===== src/rtl/riscv_mem_pkg.sv =====
// Shared definitions for the data-memory path: load/store opcodes,
// arbiter FSM states and a store-detect helper.
package riscv_mem_pkg;

  localparam logic [2:0] LB   = 3'b000;
  localparam logic [2:0] LHW  = 3'b001;
  localparam logic [2:0] LW   = 3'b010;
  localparam logic [2:0] SB   = 3'b011;
  localparam logic [2:0] SHW  = 3'b100;
  localparam logic [2:0] SW   = 3'b101;
  localparam logic [2:0] LBU  = 3'b110;
  localparam logic [2:0] LHWU = 3'b111;

  typedef enum logic [1:0] {
    IDLE  = 2'd0,
    ISSUE = 2'd1,
    WAIT  = 2'd2,
    RESP  = 2'd3
  } state_t;

  function automatic logic is_store(input logic [2:0] opcode);
    return (opcode == SB) || (opcode == SHW) || (opcode == SW);
  endfunction

endpackage


===== src/rtl/dmem_arb_grant.sv =====
// Two-way grant logic, bit 0 = IF, bit 1 = LS. Fixed LS priority by default;
// round-robin when DMEM_ARB_RR_EN is defined.
module dmem_arb_grant (
  input  logic       clk,
  input  logic       rst,
  input  logic [1:0] req,
  input  logic       accept,
  output logic [1:0] gnt
);

`ifdef DMEM_ARB_RR_EN
  // Remembers who won last; reset to IF so LS takes the first contention.
  logic last_ls;

  always_comb begin
    gnt = 2'b00;
    if (accept) begin
      case (req)
        2'b11:   gnt = last_ls ? 2'b01 : 2'b10;
        2'b10:   gnt = 2'b10;
        2'b01:   gnt = 2'b01;
        default: gnt = 2'b00;
      endcase
    end
  end

  always_ff @(posedge clk) begin
    if (rst)
      last_ls <= 1'b0;
    else if (|gnt)
      last_ls <= gnt[1];
  end
`else
  logic unused_rr;
  assign unused_rr = clk ^ rst;

  always_comb begin
    gnt = 2'b00;
    if (accept) begin
      gnt[1] = req[1];
      gnt[0] = req[0] & ~req[1];
    end
  end
`endif

endmodule


===== src/rtl/dmem_arbiter.sv =====
// Shares one data-memory port between IF (read-only) and LS requesters.
// Arbitration policy selected by DMEM_ARB_RR_EN (round-robin when defined).
module dmem_arbiter
  import riscv_mem_pkg::*;
#(
  parameter int RD_LAT = 3,
  parameter int AW     = 12,
  parameter int DW     = 32
) (
  input  logic          CLK,
  input  logic          RST,
  input  logic          if_req_valid,
  output logic          if_req_ready,
  input  logic [AW-1:0] if_addr,
  output logic          if_rsp_valid,
  output logic [DW-1:0] if_rdata,
  input  logic          ls_req_valid,
  output logic          ls_req_ready,
  input  logic [2:0]    ls_opcode,
  input  logic [AW-1:0] ls_addr,
  input  logic [DW-1:0] ls_wdata,
  output logic          ls_rsp_valid,
  output logic [DW-1:0] ls_rdata,
  output logic          mem_stall,
  output logic [2:0]    mem_opcode,
  output logic [AW-1:0] mem_addr,
  output logic [DW-1:0] mem_wdata,
  input  logic [DW-1:0] mem_rdata
);

  localparam logic [2:0] WAIT_INIT = 3'(RD_LAT - 1);

  state_t     state;
  logic [2:0] wait_cnt;
  logic       owner_ls;
  logic       accept;
  logic [1:0] gnt;

  // Grants are only handed out in IDLE and never while reset is asserted.
  assign accept = (state == IDLE) && !RST;

  dmem_arb_grant u_grant (
    .clk    (CLK),
    .rst    (RST),
    .req    ({ls_req_valid, if_req_valid}),
    .accept (accept),
    .gnt    (gnt)
  );

  assign if_req_ready = gnt[0];
  assign ls_req_ready = gnt[1];

  always_ff @(posedge CLK) begin
    if (RST) begin
      state        <= IDLE;
      wait_cnt     <= 3'd0;
      owner_ls     <= 1'b0;
      mem_stall    <= 1'b1;
      mem_opcode   <= LW;
      mem_addr     <= '0;
      mem_wdata    <= '0;
      if_rsp_valid <= 1'b0;
      ls_rsp_valid <= 1'b0;
      if_rdata     <= '0;
      ls_rdata     <= '0;
    end else begin
      if_rsp_valid <= 1'b0;
      ls_rsp_valid <= 1'b0;
      case (state)
        IDLE: begin
          if (gnt[1]) begin
            owner_ls   <= 1'b1;
            mem_opcode <= ls_opcode;
            mem_addr   <= ls_addr;
            mem_wdata  <= ls_wdata;
            mem_stall  <= 1'b0;
            state      <= ISSUE;
          end else if (gnt[0]) begin
            owner_ls   <= 1'b0;
            mem_opcode <= LW;
            mem_addr   <= if_addr;
            mem_wdata  <= '0;
            mem_stall  <= 1'b0;
            state      <= ISSUE;
          end
        end
        ISSUE: begin
          wait_cnt <= WAIT_INIT;
          state    <= WAIT;
        end
        WAIT: begin
          // Memory data is valid in the cycle the counter reaches zero.
          if (wait_cnt == 3'd0) begin
            mem_stall <= 1'b1;
            state     <= RESP;
            if (owner_ls) begin
              ls_rsp_valid <= 1'b1;
              ls_rdata     <= is_store(mem_opcode) ? '0 : mem_rdata;
            end else begin
              if_rsp_valid <= 1'b1;
              if_rdata     <= mem_rdata;
            end
          end else begin
            wait_cnt <= wait_cnt - 3'd1;
          end
        end
        RESP: begin
          state <= IDLE;
        end
        default: state <= IDLE;
      endcase
    end
  end

endmodule


===== config.mk =====
export PLATFORM = sky130hd
export DESIGN_NAME = dmem_arbiter
export DESIGN_NICKNAME = d
export VERILOG_FILES = /design/src/rtl/riscv_mem_pkg.sv /design/src/rtl/dmem_arb_grant.sv /design/src/rtl/dmem_arbiter.sv
export SDC_FILE = /design/constraint.sdc
export NUM_CORES = 1
export LEC_CHECK = 0
export CAP_MARGIN = 5
export CORE_ASPECT_RATIO = 1.25
export CORE_MARGIN = 2
export CORE_UTILIZATION = 43
export DETAILED_ROUTE_END_ITERATION = 8
export GPL_TIMING_DRIVEN = 0
export PLACE_DENSITY_LB_ADDON = 0.05
export SETUP_SLACK_MARGIN = 0.4
export SLEW_MARGIN = 20
export SYNTH_ARGS = -nofsm -noshare
export SYNTH_HDL_FRONTEND = slang
export SYNTH_SLANG_ARGS = --single-unit

===== constraint.sdc =====
create_clock -name CLK -period 3.4 [get_ports CLK]
set_clock_uncertainty 0.05 [all_clocks]
set_input_delay 0.85 -clock CLK [delete_from_list [all_inputs] [get_ports CLK]]
set_output_delay 0.85 -clock CLK [all_outputs]
set_load 0.05 [all_outputs]

==> results.py <==
metrics = {
    "run_status": {
        "outcome": "finished clean",
    },
    "synthesis": {
        "ys_seq_area_share_pct": 56.24,
        "yosysTopAreaCellShare_pct": 56.24,
        "synth_simple_gate_area_share_pct": 9.490,
        "synthMuxAreaShare_pct": 3.544,
        "synthAdderAreaFrac_pct": 1.465,
        "ys_warn_count": 0,
        "synthCells": 402,
        "synth-compound-area-share_pct": 24.52,
        "synth_xor_area_share_pct": 0,
        "synth_top_family_by_area": "compound AO/OA/AOI/OAI gates",
        "ys_async_sr_fraction_pct": 0,
        "synthTopCellsByArea": "dfxtp_1 56%, a22o_1 8.4%, a22o_2 6.1%",
        "synth_top_area_cell": "dfxtp_1",
        "yosys.cell_count.top_type": "dfxtp_1",
        "ys_ff_latch": 120,
        "synth_ff_type": "dfxtp_1",
        "synthTopCellsByCount": "120 x dfxtp_1, 65 x nand2_1, 45 x a21oi_1, 41 x a22o_1, 26 x a22o_2",
        "synth_fp_nets": 502,
        "syn_area_sq_mm": 0.004272,
        "synth-edff-count": 0,
        "synthDistinctLibCells": 37,
        "synth_area_per_cell_sq_um": 10.63,
    },
    "timing": {
        "finalSetupViolCount": 0,
        "worst_slew_pin_slew_ns": 0.6017,
        "rsz0062_at_grt": "false",
        "fin_crit_ns": 2.943,
        "fin_ws_ns": 0.4566,
        "maxSlewViolCount": 0,
        "finalHoldViolCount": 0,
        "max_slew_margin_pct": 59.70,
        "period_share_pct": 86.57,
        "clock.fmax_ghz": 0.3397,
        "fin_tns_setup_ns": 0,
    },
    "global_route": {
        "grt_util_all_layers_pct": 22.51,
        "grt_pass1_wl_mm": 18.86,
        "overflow": 0,
        "first_global_vias": 3952,
        "grt_max_degree": 17,
        "antenna_found_initial": 0,
    },
    "detailed_routing": {
        "routed_wl_mm": 12.02,
        "drc": 0,
        "vias": 3876,
        "drt-wirelength-per-cell_um": 15.53,
        "drtPass1Iterations": 4,
        "ant_nets": 0,
        "vias_per_cell": 5.008,
        "initialDrtViolationCount": 182,
    },
    "clock_network": {
        "cts_htree_levels": 4,
        "clk_pin_slew_worst_paths_ns": 0.05,
        "root_buffer": "clkbuf_16",
        "insertion_delay_ns": 0.41,
        "cts_tree": "built",
        "cts-buffers-inserted": 17,
        "ctsLongestPathBuffers": 2,
        "cts_num_sinks": 120,
        "ctsHoldBuffers": 0,
    },
    "place": {
        "place_area_sq_mm": 0.006521,
        "dp_hpwl_mm": 8.664,
        "gp_congestion": 0.7674,
        "dp_slack_ns": -0.5673,
        "post-place-cells": 737,
        "port_buffers": 209,
    },
    "hold_path": {
        "hold_path_class": "register to register",
    },
    "floorplanning": {
        "rows": 40,
        "initial_core_util_pct": 44.22,
        "core-area_sq_mm": 0.009659,
        "die_area_sq_mm": 0.01075,
        "die_w_um": 93.15,
        "die_height_um": 115.4,
        "ios": 211,
    },
    "worst_setup_path": {
        "cp.required_ns": 2.50,
        "cp_slowest_cell": "clkdlybuf4s50_1",
        "worstSetupEndpointType": "output pin",
        "cp-start-kind": "input pin",
        "path_cells": "clkdlybuf4s50_1 > buf_6 > nor2b_4 > and3b_1 > buf_2",
        "critPathMaxStageDelay_ns": 0.45,
        "crit_fanout": 4,
        "cp_num_buf_inv": 3,
        "path_class": "input pin to output pin",
        "cp_top_family": "buffers and inverters",
        "worstPathArrival_ns": 2.04,
    },
    "cells_and_area": {
        "fin_nets": 735,
        "fin_cells": 774,
        "postLayoutCoreUtil_pct": 74.55,
        "area_growth_pct": 68.57,
        "fin_area_sq_mm": 0.007201,
        "fillers": 718,
        "drive_above_1_share_pct": 14.35,
        "antenna_cells": 0,
    },
    "run": {
        "cap_violations": 0,
    },
    "pwr": {
        "p_per_area_mw_per_mm2": 751.8,
        "ir_worst_vdd_v": 0.0004253,
        "p_leak_nw": 2.750,
    },
}
==> flip-flops by register name, summed over array words and instances, names as in the netlist <==
name          flops
wait_cnt          3
ls_rsp_valid      1
mem_wdata        32
mem_opcode        3
if_rdata         32
if_rsp_valid      1
mem_stall         1
mem_addr         12
state             2
owner_ls          1
ls_rdata         32
==> layer usage <==
metal  share of wire, %  track usage, %  vias up
met4                2.4           11.08        0
met1                 39           24.79     1794
li1                   -               -     1918
met5                  0               0        -
met3                8.0           8.713       22
met2                 50           38.07      142
==> worst min-delay path: stages, from the launching register on <==
cell and delay, ns:
dfxtp_1 0.30, nand2_1 0.05, a21oi_1 0.05
==> cells by family after synthesis <==
kind of cell | Yosys count
compound gates | 135
fa+ha+maj | 5
buf+inv | 39
flops | 120
mux | 15
simple gates | 88
==> where the power goes <==
| group | internal (W) | switching [W] | total, W |
|---|---|---|---|
| combinational | 0.000689 | 0.00115 | 0.00184 |
| sequential | 0.00161 | 0.000113 | 0.00173 |
| clock | 0.00120 | 0.000650 | 0.00185 |
==> worst paths after layout <==
path / cells after the start / start / end / slack [ns]
setup / recovery: 5 / RST / if_req_ready / 0.46
hold / removal: 2 / if_rdata[14] / if_rdata[14] / 0.40
setup reg to reg: 6 / wait_cnt[0] / ls_rdata[12] / 1.22
hold reg to reg: 2 / if_rdata[14] / if_rdata[14] / 0.40
==> cell usage in the layout (no fill, tap or decap), drive strengths merged, types with 2 or more instances in the layout <==
| cell type | n |
|---|---|
| a21oi | 46 |
| and3b | 2 |
| bufinv | 3 |
| dfxtp | 120 |
| clkbuf | 33 |
| clkdlybuf4s50 | 207 |
| nor2b | 2 |
| clkinvlp | 4 |
| nand3 | 2 |
| a31oi | 2 |
| buf | 26 |
| inv | 8 |
| a22o | 67 |
| mux2i | 14 |
| nor2 | 6 |
| nand2 | 65 |
| nand2b | 3 |
| a211oi | 14 |
| ha | 5 |
| clkinv | 4 |
==> through the flow <==
step | power [W] | hold slack [ns]
global placement | 0.003532 | 0.3912
floorplan | 0.002937 | 0.4184
global route | 0.005649 | 0.4274
CTS | 0.005458 | 0.4030
detailed placement | 0.003566 | 0.3957
finish | 0.005413 | 0.4035
==> final cells by class <==
| type | count | area [sq um] | share of cell area [%] |
|---|---|---|---|
| multi-input combinational | 243 | 1674 | 23.25 |
| tap | 126 | 157.7 | 2.189 |
| clock buffer | 19 | 452.9 | 6.290 |
| buffer | 33 | 192.7 | 2.676 |
| clock inverter | 13 | 168.9 | 2.346 |
| timing repair buffer | 214 | 2130 | 29.57 |
| sequential | 120 | 2402 | 33.36 |
| inverter | 6 | 22.52 | 0.3128 |
==> timing repair <==
action / 4_1_cts / 5_1_grt
setup endpoints to repair: 2 / 2
cloned: 0 / 0
buffers inserted: 2 / 3
resized for setup: 17 / 2
Note: power is estimated with default switching activity, not from simulation.
